$ cat config.mk
export PLATFORM = sky130hd
export DESIGN_NAME = matvec_serial_loader
export DESIGN_NICKNAME = d
export VERILOG_FILES = /design/src/rtl/matvec_pkg.sv /design/src/rtl/matvec_serial_loader.sv
export SDC_FILE = /design/constraint.sdc
export NUM_CORES = 1
export LEC_CHECK = 0
export CAP_MARGIN = 15
export CORE_ASPECT_RATIO = 1.2
export CORE_MARGIN = 2
export CORE_UTILIZATION = 50
export CTS_CLUSTER_DIAMETER = 30
export DETAILED_ROUTE_END_ITERATION = 7
export GPL_TIMING_DRIVEN = 0
export PLACE_DENSITY = 0.75
export SYNTH_ARGS = -nofsm -noshare
export SYNTH_HDL_FRONTEND = slang
export SYNTH_SLANG_ARGS = --single-unit
$ cat constraint.sdc
create_clock -name clk -period 1.7 [get_ports clk]
set_clock_uncertainty 0.1 [all_clocks]
set_input_delay 0.425 -clock clk [delete_from_list [all_inputs] [get_ports clk]]
set_output_delay 0.425 -clock clk [all_outputs]
set_load 0.01 [all_outputs]
$ cat src/rtl/matvec_pkg.sv
// matvec_pkg: shared sizing constants and fill-state type for the matvec serial loader
package matvec_pkg;
  localparam int N_DEFAULT = 3;
  localparam int FRAME_BITS = N_DEFAULT * N_DEFAULT + N_DEFAULT;
  localparam int CNT_W = $clog2(FRAME_BITS);
  typedef enum logic {FILLING, COMPLETE} fill_state_t;
endpackage

$ cat src/rtl/matvec_serial_loader.sv
// matvec_serial_loader: deserialises an N*N+N bit frame (A then v) into a double-buffered parallel output for matrix_vec_mul
module matvec_serial_loader
  import matvec_pkg::*;
#(
  parameter int N = N_DEFAULT
) (
  input  logic             clk,
  input  logic             rst,
  input  logic             flush,
  input  logic             s_valid,
  input  logic             s_data,
  output logic             s_ready,
  output logic             m_valid,
  input  logic             m_ready,
  output logic [N*N-1:0]   A,
  output logic [N-1:0]     v
);
  localparam int FB = N * N + N;
  localparam int CW = $clog2(FB);
  fill_state_t state;
  logic [CW-1:0] cnt;
  logic [FB-1:0] fill, out_q;
  logic copy, xfer, last;
  // A completed frame moves to the output when that register is free or draining now
  assign copy = state == COMPLETE && (!m_valid || m_ready);
  assign s_ready = state == FILLING || copy;
  assign xfer = s_valid && s_ready && !flush;
  assign last = cnt == CW'(FB - 1);
  assign A = out_q[N*N-1:0];
  assign v = out_q[FB-1:N*N];
  always_ff @(posedge clk) begin
    if (rst) begin
      state <= FILLING;
      cnt <= '0;
      m_valid <= 1'b0;
      out_q <= '0;
    end else begin
      if (copy) out_q <= fill;
      m_valid <= copy || (m_valid && !m_ready);
      cnt <= flush ? '0 : xfer ? (last ? '0 : cnt + 1'b1) : cnt;
      state <= flush ? FILLING : (xfer && last) ? COMPLETE : copy ? FILLING : state;
    end
  end
  // During a copy cycle the counter is 0, so the accepted bit starts the next frame
  always_ff @(posedge clk)
    if (xfer) fill[cnt] <= s_data;
endmodule
==> impl_metrics.tcl <==
set metrics [dict create \
    status "finished, final reports clean" \
    fin_nets 162 \
    ys_seq_elements 30 \
    die_w_um 49.6 \
    grt_usage_pct 17.7 \
    clockBufferDepth 2 \
    met3_usage_pct 8.12 \
    hold_class "flip-flop to flip-flop" \
    fp.dieH_um 58.8 \
    rows 19 \
    fin_crit_ps 1660 \
    grt_pass1_wl_um 3800 \
    powerDensity_nw_per_um2 750 \
    synth_top_area_share_pct 28.8 \
    ys_seq_area_share_pct 57.7 \
    dr.pass1.iters 4 \
    initial_core_util_pct 53.7 \
    slew_headroom_pct 72.8 \
    rsz0062_at_grt "yes" \
    ir_drop_mv 0.606 \
    swShare_pct 20.7 \
    p_switching_w 0.000241 \
    route.vias.total 984 \
    final_cell_mix "a21oi_1 (16), dfxtp_1 (16), nand3_1 (14), o21ai_1 (14), dlygate4sd2_1 (13)" \
    avgSynthCellArea_um2 10.2 \
    min_period_over_period_pct 97.6 \
    grt.busiest_layer "met2" \
    path_clk_slew_ps 80 \
    syn_inst 123 \
    io_pins 20 \
    post-route-cell-area_um2 1550 \
    n_antenna_cell 0 \
    tightest_slew_ps 408 \
    crit_arrival_ps 1130 \
    synth_area_leaders "dfxtp_1 (29%), edfxtp_1 (29%), a21oi_1 (6.4%)" \
    slew_viol_final 0 \
    finalSetupViolCount 0 \
    portBuffers 19 \
    ys_warn_count 0 \
    rr_endpoint "fill[9]" \
    crit_fanout 3 \
    gr-usage-met2_pct 31.6 \
    leakagePower_nw 0.643 \
    layout-drive-gt1-share_pct 11.8 \
    first_iter_violations 41 \
    max_clock_freq_ghz 0.602 \
    p_seq_share_pct 64.4 \
    p_int_w 0.000924 \
    drc_errors 0 \
    worstReg2RegStart "m_valid" \
    synthDistinctLibCells 27 \
    wl_um 2250 \
    grt_overflow 0 \
    clockRootBuffer "clkbuf_4" \
    ant_nets 0 \
    crit_type "input port to output port" \
    crit_path_end "s_ready" \
    syn_to_final_growth_pct 24.3 \
    drt-vias-per-instance 5.35 \
    core_um2 2330 \
    fp.dieArea_um2 2920 \
    hpwlAfterDp_um 1700 \
    numCtsBuffers 5 \
    cts.sinks 30 \
    crit_required_ps 1170 \
    regToRegSetupSlack_ps 40 \
    endpoint_kind "output port" \
    insertion_delay_ps 310 \
    utilization_pct 66.7 \
    ff2ff_path_depth 6 \
    grt_use_met1_pct 17.1 \
    antenna_found_initial 0 \
    postPlaceCellArea_um2 1480 \
    hold_viol 0 \
    dp_worst_setup_slack_ps -665 \
    grt_max_degree 13 \
    power_frac_clock_pct 31.8 \
    cts_tree "built" \
    synth_area_um2 1250 \
    wl_per_cell_um 12.2 \
    grt_pass1_vias 922 \
    routabilityCongestion 0.813 \
    synth_area_leader_cell "dfxtp_1" \
    drv_cap 0 \
    cts_max_level 2 \
    hold_buffers 0 \
    worstSetupStartpoint "m_ready" \
    start_kind "input port" \
    layout_setup_ws_ps 40.0 \
    synth_fp_nets 133 \
    combPwrFrac_pct 3.8 \
]
[routing by layer]
layer	vias up	routed length, um	share of wire [%]
met5	-	0	0
met4	0	16	0.71
met3	2	115	5.1
met2	32	1200	53
met1	446	920	41
li1	504	-	-
[timing repair]
item / in CTS / in global routing
setup endpoints to repair: 23 / 10
endpoints found under the hold margin: 0 / 0
pin swaps: 0 / 1
gates resized for setup: 23 / 4
setup buffers: 1 / 2
[cell families after synthesis]
| group | synth area share [%] |
|---|---|
| simple gates | 18.3 |
| compound gates | 15.3 |
| flops | 57.7 |
| buf+inv | 4.70 |
| fa+ha+maj | 4.00 |
[cells in the mapped netlist]
| cell type | n |
|---|---|
| inv_1 | 5 |
| and2b_1 | 1 |
| nor2b_1 | 3 |
| nand2b_1 | 3 |
| or2_1 | 1 |
| inv_2 | 1 |
| dfxtp_1 | 18 |
| edfxtp_1 | 12 |
| o21ai_1 | 14 |
| and3_1 | 11 |
| ha_1 | 4 |
| a21oi_1 | 16 |
| a211oi_1 | 1 |
| buf_6 | 1 |
| and3b_1 | 1 |
| a2111o_1 | 1 |
| nand2_1 | 1 |
| a31oi_1 | 1 |
| nor3_1 | 1 |
| clkbuf_1 | 3 |
| o31ai_1 | 1 |
| buf_1 | 1 |
| o2bb2ai_1 | 1 |
| nand3_1 | 14 |
| buf_2 | 2 |
| nor2_1 | 4 |
| nand4_1 | 1 |
[registers in the layout, summed over array words and instances (netlist names)]
name     cells
out_q       12
fill        12
cnt          4
m_valid      1
state        1
[per-stage QoR]
stage	hold slack (ps)	instances	power, W	TNS (ps)
final	377	184	0.00117	0
after global routing	410	184	0.00122	-7.84
after CTS	381	182	0.00117	0
after detailed placement	372	173	0.000807	-7880
after global placement	368	173	0.000805	-6980
after floorplan	378	123	0.000785	0
[worst max-delay path, stage by stage]
cell and delay (ps):
clkdlybuf4s15_1 200, and3b_1 260, buf_6 120, inv_4 30
buf_6 110
[power groups by stage]
stage               clock [W]  combinational, W  sequential (W)
floorplan                   0         0.0000179        0.000767
global placement            0         0.0000385        0.000767
detailed placement          0         0.0000399        0.000767
CTS                  0.000383         0.0000409        0.000750
global route         0.000420         0.0000495        0.000751
finish               0.000371         0.0000444        0.000750
[worst min-delay path by stage]
| stage | from | to | slack, ps | cells past startpoint |
|---|---|---|---|---|
| final | out_q[3] | out_q[3] | 380 | 2 |
| after global placement | out_q[4] | out_q[4] | 370 | 2 |
| after detailed placement | out_q[3] | out_q[3] | 370 | 2 |
| after CTS | out_q[3] | out_q[3] | 380 | 2 |
| after floorplan | cnt[3] | cnt[3] | 380 | 2 |
| after global routing | out_q[3] | out_q[3] | 410 | 2 |
[cell type report]
type	instances	area, um2
sequential	30	723
timing repair buffer	22	198
buffer	7	38.8
inverter	6	25.0
clock buffer	6	41.3
clock inverter	2	8.76
multi-input combinational	80	480
tap	31	38.8
fill	195	776
Note: power is estimated with default switching activity, not from simulation.
